$ cat src/rtl/mux_rr_onehot_reg_pkg.sv
// Shared definitions for the round-robin one-hot multiplexer:
// default sizes, output-register state encoding, one-hot helpers.
package mux_rr_onehot_reg_pkg;

    localparam int NCH_DEF = 5;
    localparam int DW_DEF  = 8;
    // Widest channel vector the helper functions accept.
    localparam int MAX_NCH = 32;

    typedef enum logic {
        ST_EMPTY = 1'b0,
        ST_FULL  = 1'b1
    } out_state_e;

    // Rotate the low n bits of a one-hot vector left by one; bit n-1 wraps to bit 0.
    function automatic logic [MAX_NCH-1:0] rotl1_onehot(input logic [MAX_NCH-1:0] v,
                                                        input int n);
        logic [MAX_NCH-1:0] r;
        r = '0;
        for (int i = 0; i < MAX_NCH; i++) begin
            if (i < n) begin
                r[(i + 1) % n] = v[i];
            end
        end
        return r;
    endfunction

    // True when at most one bit is set.
    function automatic logic is_onehot0(input logic [MAX_NCH-1:0] v);
        return (v & (v - MAX_NCH'(1))) == '0;
    endfunction

endpackage

$ cat src/rtl/rr_arb_onehot.sv
// Combinational round-robin arbiter: grants the first request at or above
// the one-hot priority pointer, wrapping from the top channel to channel 0.
module rr_arb_onehot
    import mux_rr_onehot_reg_pkg::*;
#(
    parameter int NCH = NCH_DEF
) (
    input  logic [NCH-1:0] req,
    input  logic [NCH-1:0] ptr,
    input  logic           enable,
    output logic [NCH-1:0] gnt
);

    // Requests are doubled so the wrapped search becomes a plain lowest-bit
    // search over bits at or above the pointer position.
    logic [2*NCH-1:0] w_req_dbl;
    logic [2*NCH-1:0] w_ptr_ext;
    logic [2*NCH-1:0] w_thermo;
    logic [2*NCH-1:0] w_cand;
    logic [2*NCH-1:0] w_first;

    assign w_req_dbl = {req, req};
    assign w_ptr_ext = {{NCH{1'b0}}, ptr};
    // All bits at or above the pointer position.
    assign w_thermo  = ~(w_ptr_ext - (2*NCH)'(1));
    assign w_cand    = w_req_dbl & w_thermo;
    // Isolate the lowest set candidate bit.
    assign w_first   = w_cand & (~w_cand + (2*NCH)'(1));

    // Fold the two halves back onto the channel vector.
    always_comb begin
        gnt = '0;
        if (enable) begin
            gnt = w_first[NCH-1:0] | w_first[2*NCH-1:NCH];
        end
    end

endmodule

$ cat src/rtl/mux_rr_onehot_reg.sv
// N-channel multiplexer with internal round-robin selection and a
// single-entry valid/ready output register.
// Optional feature: define MUX_RR_LOCK_EN to add a lock input that keeps
// the arbiter on one channel until a grant is taken with lock low.
module mux_rr_onehot_reg
    import mux_rr_onehot_reg_pkg::*;
#(
    parameter int NCH = NCH_DEF,
    parameter int DW  = DW_DEF
) (
    input  logic              clk,
    input  logic              rst_n,
`ifdef MUX_RR_LOCK_EN
    input  logic              lock,
`endif
    input  logic [NCH-1:0]    req,
    input  logic [DW*NCH-1:0] data_in,
    output logic [NCH-1:0]    gnt,
    output logic [DW-1:0]     data_out,
    output logic [NCH-1:0]    src,
    output logic              out_valid,
    input  logic              out_ready
);

    out_state_e       r_state;
    out_state_e       w_state_next;
    logic [NCH-1:0]   r_ptr;
    logic [NCH-1:0]   w_ptr_next;
    logic [NCH-1:0]   r_src;
    logic [DW-1:0]    r_data;
    logic [NCH-1:0]   w_req_eff;
    logic [NCH-1:0]   w_gnt;
    logic [NCH-1:0]   w_ptr_adv;
    logic [DW-1:0]    w_sel;
    logic             w_out_free;
    logic             w_load;
    logic [DW-1:0]    w_slice [NCH];

    // Split the concatenated input bus into per-channel words.
    genvar gi;
    generate
        for (gi = 0; gi < NCH; gi++) begin : g_slice
            assign w_slice[gi] = data_in[DW*gi +: DW];
        end
    endgenerate

    assign w_out_free = (r_state == ST_EMPTY) || out_ready;
    assign w_ptr_adv  = NCH'(rotl1_onehot(MAX_NCH'(w_gnt), NCH));

`ifdef MUX_RR_LOCK_EN
    logic           r_locked;
    logic           w_locked_next;
    logic [NCH-1:0] r_lock_ch;
    logic [NCH-1:0] w_lock_ch_next;

    // While locked only the held channel may compete.
    assign w_req_eff = r_locked ? (req & r_lock_ch) : req;
`else
    assign w_req_eff = req;
`endif

    assign w_load = (|w_req_eff) && w_out_free;

    // Grant is suppressed during reset so nothing appears granted while held.
    rr_arb_onehot #(
        .NCH (NCH)
    ) u_arb (
        .req    (w_req_eff),
        .ptr    (r_ptr),
        .enable (w_load && rst_n),
        .gnt    (w_gnt)
    );

    // Select the granted channel's word; gnt is one-hot so OR-ing is exact.
    always_comb begin
        w_sel = '0;
        for (int k = 0; k < NCH; k++) begin
            if (w_gnt[k]) begin
                w_sel = w_sel | w_slice[k];
            end
        end
    end

    // Output-register occupancy: reload on grant, empty on accept without reload.
    always_comb begin
        w_state_next = r_state;
        case (r_state)
            ST_EMPTY: if (w_load) w_state_next = ST_FULL;
            ST_FULL: begin
                if (w_load) begin
                    w_state_next = ST_FULL;
                end else if (out_ready) begin
                    w_state_next = ST_EMPTY;
                end
            end
            default: w_state_next = ST_EMPTY;
        endcase
    end

`ifdef MUX_RR_LOCK_EN
    // Pointer only moves on the grant that leaves (or never enters) the lock.
    always_comb begin
        w_ptr_next     = r_ptr;
        w_locked_next  = r_locked;
        w_lock_ch_next = r_lock_ch;
        if (w_load) begin
            if (lock) begin
                w_locked_next  = 1'b1;
                w_lock_ch_next = w_gnt;
            end else begin
                w_locked_next  = 1'b0;
                w_ptr_next     = w_ptr_adv;
            end
        end
    end

    // Lock flag and held channel.
    always_ff @(posedge clk or negedge rst_n) begin
        if (!rst_n) begin
            r_locked  <= 1'b0;
            r_lock_ch <= '0;
        end else begin
            r_locked  <= w_locked_next;
            r_lock_ch <= w_lock_ch_next;
        end
    end
`else
    // Pointer moves just past the granted channel on every grant.
    always_comb begin
        w_ptr_next = r_ptr;
        if (w_load) begin
            w_ptr_next = w_ptr_adv;
        end
    end
`endif

    // State and priority pointer registers.
    always_ff @(posedge clk or negedge rst_n) begin
        if (!rst_n) begin
            r_state <= ST_EMPTY;
            r_ptr   <= NCH'(1);
        end else begin
            r_state <= w_state_next;
            r_ptr   <= w_ptr_next;
        end
    end

    // Output word and source tag; held unless a new word is captured.
    always_ff @(posedge clk or negedge rst_n) begin
        if (!rst_n) begin
            r_data <= '0;
            r_src  <= '0;
        end else if (w_load) begin
            r_data <= w_sel;
            r_src  <= w_gnt;
        end
    end

    assign gnt       = w_gnt;
    assign data_out  = r_data;
    assign src       = r_src;
    assign out_valid = (r_state == ST_FULL);

endmodule

$ cat config.mk
export PLATFORM = sky130hd
export DESIGN_NAME = mux_rr_onehot_reg
export DESIGN_NICKNAME = d
export VERILOG_FILES = /design/src/rtl/mux_rr_onehot_reg_pkg.sv /design/src/rtl/rr_arb_onehot.sv /design/src/rtl/mux_rr_onehot_reg.sv
export SDC_FILE = /design/constraint.sdc
export NUM_CORES = 1
export LEC_CHECK = 0
export CORE_ASPECT_RATIO = 0.8
export CORE_MARGIN = 4
export CORE_UTILIZATION = 35
export DETAILED_ROUTE_END_ITERATION = 6
export HOLD_SLACK_MARGIN = 0.03
export PLACE_DENSITY_LB_ADDON = 0.12
export SLEW_MARGIN = 0
export SYNTH_ARGS = -nofsm -noshare
export SYNTH_HDL_FRONTEND = slang
export SYNTH_SLANG_ARGS = --single-unit
$ cat constraint.sdc
create_clock -name clk -period 2.75 [get_ports clk]
set_clock_uncertainty 0.2 [all_clocks]
set_input_delay 0.55 -clock clk [delete_from_list [all_inputs] [get_ports clk]]
set_output_delay 0.55 -clock clk [all_outputs]
set_load 0.005 [all_outputs]
==> flow_summary.yaml, run 1 <==
sta:
  fin_crit_sh_pct: 112
  hold_violations: 0
  rsz0062_at_grt: "yes"
  timing.final.crit_period_ns: 3.09
  maxClockFrequency_ghz: 0.323
  setup_tns_ns: -1.42
  tightest_slew_ns: 0.596
  relSlewSlack_pct: 60.2
  final-max-slew-violation-count: 0
  setup_viol: 7
  setup_slack_ns: -0.342
pwr:
  p_leak_nw: 1.23
  power_mw: 3.39
  p_per_area_mw_per_mm2: 1250
  ir_drop_mv: 0.713
critical_path:
  critPathArrivalTime_ns: 2.34
  start_kind: "flip-flop"
  required_ns: 2.00
  worstPathMaxFanout: 4
  crit_path_end_kind: "output port"
  path_class: "flip-flop to output port"
yosys:
  yosysUniqueCellTypes: 43
  synthFlopType: "dfrtp_1"
  synth_most_common_cell: "nand3_1"
  async_reset_ff_share_pct: 100
  synth_area_per_cell_um2: 8.84
  synth.top_cells.by_count: "nand3_1, dfrtp_1, nor2_1"
  ys_seq_area_share_pct: 30.0
  synth_edf_count: 0
  synthTopCellsByArea: "dfrtp_1, a221o_1, nand3_1"
  synth_cells: 142
  synth.cell_area_mm2: 0.00125
  yosys.area.top_type_share_pct: 27.9
  yosys.area.top_type: "dfrtp_1"
  ys_ff_latch: 15
  ys_warn_count: 0
  syn_nets: 191
grt:
  grt_start_max_net_pins: 19
  grt_pass1_wl_um: 8650
  first_global_vias: 1818
  grt_usage_pct: 25.3
  overflow: 0
  antenna_found_initial: 0
route:
  wirelength_um: 6130
  wl_met2_um: 2880
  drt_iter0_markers: 156
  routedWlPerCell_um: 19.3
  viasPerCell: 5.69
  met1_length_um: 2700
  dr_wl_met3_um: 440
  ant_nets: 0
  drcViolationCount: 0
  routed.top_layer: "met4"
  detail_route.first_pass.iterations: 4
  vias: 1810
final_layout:
  finalNonFillerCells: 318
  seqCellArea_um2: 377
  final_nets: 326
  fillers: 232
  drive_gt1_share_pct: 40.9
  multi_input_area_um2: 943
  synthToLayoutAreaGrowth_pct: 116
  final_core_util_pct: 78.8
  n_antenna_cell: 0
floorplanning:
  initial_core_util_pct: 36.4
  fp.dieH_um: 61.6
  die_area_mm2: 0.00461
  pin_count: 67
  core-area_mm2: 0.00345
  rows: 19
  dieWidth_um: 74.9
cts:
  clk_pin_slew_ns: 0.07
  cts_max_level: 1
  cts_tree: "built"
  cts_buffer_depth: 2
  cts_root_buf: "clkbuf_8"
  clkSinkCount: 15
  ctsHoldBuffers: 0
  insertion_delay_ns: 0.26
  cts_buffers: 3
outcome:
  outcome: "finished with violations"
  violations: "setup timing"
worst_hold_path:
  min-delay-path-class: "flip-flop to flip-flop"
place:
  dp.cells: 286
  dp_slack_ns: -0.799
  gp_congestion: 0.863
  dp_hpwl_um: 3930
  portBuffers: 66
run:
  maxCapViolCount: 0
-- per-layer routing --
metal	track usage, %	vias to the layer above
met5	0	-
li1	-	833
met4	6.85	0
met3	4.89	10
met1	34.1	870
met2	41.7	97
-- worst paths after layout --
check	start	endpoint	slack [ns]	depth (start not counted)
setup reg to reg	r_ptr[1]	r_ptr[3]	-0.12	13
hold / removal	src[4]	src[4]	0.32	2
setup / recovery	r_ptr[1]	gnt[2]	-0.34	8
min in group asynchronous	rst_n	src[4]	0.54	2
max in group asynchronous	rst_n	r_ptr[0]	1.55	2
hold reg to reg	src[4]	src[4]	0.32	2
-- flip-flops by register name, summed over array words and instances (netlist names) --
signal / flops
r_ptr: 4
out_valid: 1
src: 2
data_out: 8
-- logic make-up (layout without fill, tap and decap cells) --
kind of cell               Yosys count  count (layout)  share of synthesized area, %
DFF                                 15              15                          30.0
and+or+nand+nor                     56              56                          23.9
adders and majority gates            1               1                         0.997
AOI/OAI and AO/OA                   49              49                          35.5
buffers and inverters               18             152                          7.18
xor gates and xnor gates             1               1                         0.698
muxes                                2               2                          1.69
-- per-stage QoR --
step	instance area [um2]	hold slack, ns
5_1_grt	2720	0.340
6_report	2720	0.324
2_1_floorplan	1260	0.0544
3_5_place_dp	2260	0.264
3_3_place_gp	2260	0.261
4_1_cts	2600	0.280
-- worst max-delay path, stage by stage (launching register included) --
cell and delay (ns):
dfrtp_1 0.43, or4_4 0.54, and3_4 0.19, buf_6 0.13, o41ai_4 0.40, nand2_2 0.13, buf_6 0.14, inv_2 0.04
buf_6 0.08
-- layout by cell type (no fill, tap or decap), types with 2 or more instances in the layout --
| master | Yosys | layout |
|---|---|---|
| nor4_4 | 1 | 2 |
| inv_1 | 8 | 5 |
| nor2_2 | 0 | 2 |
| o211ai_1 | 9 | 9 |
| o21ai_0 | 2 | 2 |
| clkbuf_8 | 0 | 3 |
| nor2b_1 | 3 | 3 |
| or4_4 | 1 | 2 |
| nand2_1 | 9 | 7 |
| clkdlybuf4s50_1 | 0 | 57 |
| nand3_1 | 16 | 16 |
| a21o_1 | 2 | 2 |
| nand2_2 | 0 | 2 |
| buf_2 | 0 | 3 |
| a221oi_1 | 8 | 8 |
| dlygate4sd2_1 | 0 | 3 |
| a22o_1 | 9 | 9 |
| a221o_1 | 8 | 8 |
| nor2_1 | 12 | 9 |
| buf_6 | 1 | 16 |
| nor3_2 | 0 | 2 |
| buf_4 | 4 | 59 |
| inv_2 | 0 | 3 |
| dfrtp_1 | 14 | 14 |
-- power breakdown --
| part | total [mW] | switching (mW) | internal [mW] |
|---|---|---|---|
| clock network | 0.200 | 0.0991 | 0.101 |
| registers | 0.401 | 0.0793 | 0.322 |
| logic | 2.78 | 1.17 | 1.61 |
| total | 3.39 | 1.35 | 2.04 |
-- timing repair --
| item | CTS | global route |
|---|---|---|
| endpoints found under the setup margin | 13 | 6 |
| gates resized for setup | 61 | 10 |
| setup buffers | 22 | 10 |
| pin swaps | 12 | 6 |
-- cell type report --
cell class,count,area share (%)
Clock inverter,1,0.184
Timing Repair Buffer,140,46.7
Sequential cell,15,13.9
Multi-Input combinational cell,109,34.7
Clock buffer,3,1.52
Tap cell,42,1.93
Inverter,8,1.11
No activity file was read; power rests on OpenSTA's default activity.
==> inputs of run 2 (changes only) <==
RECOVER_POWER = 100   (was unset)
==> flow_summary.yaml, run 2 (same netlist as run 1, synthesis figures left out) <==
outcome:
  outcome: "finished with violations"
  violations: "setup timing"
final_layout:
  n_antenna_cell: 0
  final_nets: 326
  most-common-layout-cells: "buf_4, clkdlybuf4s50_1, nand3_1, buf_6, dfrtp_1"
  synthToLayoutAreaGrowth_pct: 115
  drive_gt1_share_pct: 39.5
  final_common_cell: "buf_4"
  largest_reg_flops: 8
  final_core_util_pct: 78.3
  finalNonFillerCells: 318
  fillers: 236
place:
  portBuffers: 66
  dp_hpwl_um: 3930
  gp_congestion: 0.863
  dp.cells: 286
grt:
  grt_pass1_wl_um: 8650
  grt_start_max_net_pins: 19
  antenna_found_initial: 0
  grt_usage_pct: 25.3
  first_global_vias: 1818
  overflow: 0
cts:
  ctsHoldBuffers: 0
  clkSinkCount: 15
  cts_max_level: 1
  cts_root_buf: "clkbuf_8"
  cts_buffer_depth: 2
  clk_pin_slew_ns: 0.07
  insertion_delay_ns: 0.26
  cts_tree: "built"
  cts_buffers: 3
route:
  wirelength_um: 6130
  detail_route.first_pass.iterations: 5
  ant_nets: 0
  drt_iter0_markers: 149
  vias: 1817
  routedWlPerCell_um: 19.3
  drcViolationCount: 0
  viasPerCell: 5.71
pwr:
  p_per_area_mw_per_mm2: 1240
  p_leak_nw: 1.24
  ir_drop_mv: 0.707
sta:
  hold_violations: 0
  maxClockFrequency_ghz: 0.323
  timing.final.crit_period_ns: 3.09
  rsz0062_at_grt: "yes"
  final-max-slew-violation-count: 0
  worst_hold_slack_ns: 0.322
  relSlewSlack_pct: 60.8
  setup_slack_ns: -0.345
  fin_crit_sh_pct: 113
  setup_viol: 7
  tightest_slew_ns: 0.585
critical_path:
  reg2reg_slack_ns: -0.11
  reg2reg_depth: 13
  start_kind: "flip-flop"
  path_class: "flip-flop to output port"
  critPathArrivalTime_ns: 2.34
  worstPathMaxFanout: 3
  crit_path_end_kind: "output port"
  required_ns: 2.00
floorplanning:
  dieWidth_um: 74.9
  pin_count: 67
  die_area_mm2: 0.00461
  fp.dieH_um: 61.6
  initial_core_util_pct: 36.4
  rows: 19
  core-area_mm2: 0.00345
worst_hold_path:
  min-delay-path-class: "flip-flop to flip-flop"
  holdPathStages: 2
run:
  maxCapViolCount: 0
## run 2: cell types whose count changed in the layout (fill, tap and decap cells not counted), sizes merged
| cell | change |
|---|---|
| buf | -3 |
| clkdlybuf4s50 | -12 |
| clkbuf | +3 |
| dlygate4sd3 | +12 |
## run 2: worst paths after layout
| kind | endpoint | from |
|---|---|---|
| setup / recovery | gnt[1] | r_ptr[0] |
| hold / removal | src[4] | src[4] |
| min in group asynchronous | data_out[0] | rst_n |
| max in group asynchronous | r_ptr[0] | rst_n |
| hold reg to reg | src[4] | src[4] |
| setup reg to reg | r_ptr[3] | r_ptr[1] |
## run 2: per-stage QoR
| stage | setup TNS [ns] | cell area [um2] | setup WS, ns | power, mW |
|---|---|---|---|---|
| after global routing | -1.91 | 2700 | -0.419 | 3.51 |
| after CTS | -1.10 | 2600 | -0.319 | 2.91 |
| after global placement | -4.80 | 2260 | -0.684 | 2.11 |
| final | -1.42 | 2700 | -0.345 | 3.34 |
| after floorplan | 0 | 1260 | 0.0487 | 1.24 |
| after detailed placement | -5.70 | 2260 | -0.799 | 2.14 |
## run 2: timing repair
action,CTS,global route
gates resized for setup,61,10
setup buffers,22,10
setup endpoints to repair,13,6
pin swaps,12,6
## run 2: cell type report
cell class | instances | area [um2] | share of cell area, %
multi-input cells | 109 | 932 | 34.6
clock inverters | 1 | 5.00 | 0.186
clock buffers | 3 | 41.3 | 1.53
repair buffers | 140 | 1260 | 46.7
well taps | 42 | 52.6 | 1.95
inverters | 8 | 30.0 | 1.11
flip-flops and latches | 15 | 377 | 14.0
## run 2: per-layer routing
layer / up-vias / share of wire, % / track usage [%]
met5: - / 0 / 0
met4: 0 / 1.8 / 6.85
met3: 10 / 7.5 / 4.89
met2: 111 / 47 / 41.7
met1: 865 / 44 / 34.1
li1: 831 / - / -
## run 2: critical path, stage by stage (launching register included)
cell	delay (ns)
dfstp_2	0.56
inv_2	0.06
ha_4	0.16
nor3b_4	0.16
mux2_4	0.32
buf_6	0.12
nor4_4	0.16
buf_4	0.16
a22o_1	0.13
and3_1	0.15
buf_2	0.11
## run 2: power by group
part | switching [mW] | internal (mW) | total (mW)
Sequential | 0.0767 | 0.322 | 0.399
Combinational | 1.17 | 1.58 | 2.75
Clock | 0.0963 | 0.101 | 0.197
Total | 1.34 | 2.00 | 3.34
==> inputs of run 3 (changes only) <==
CTS_CLUSTER_SIZE = 16   (was unset)
==> results of run 3 <==
Same layout as run 2: the final DEF is identical, and so are final timing and power.
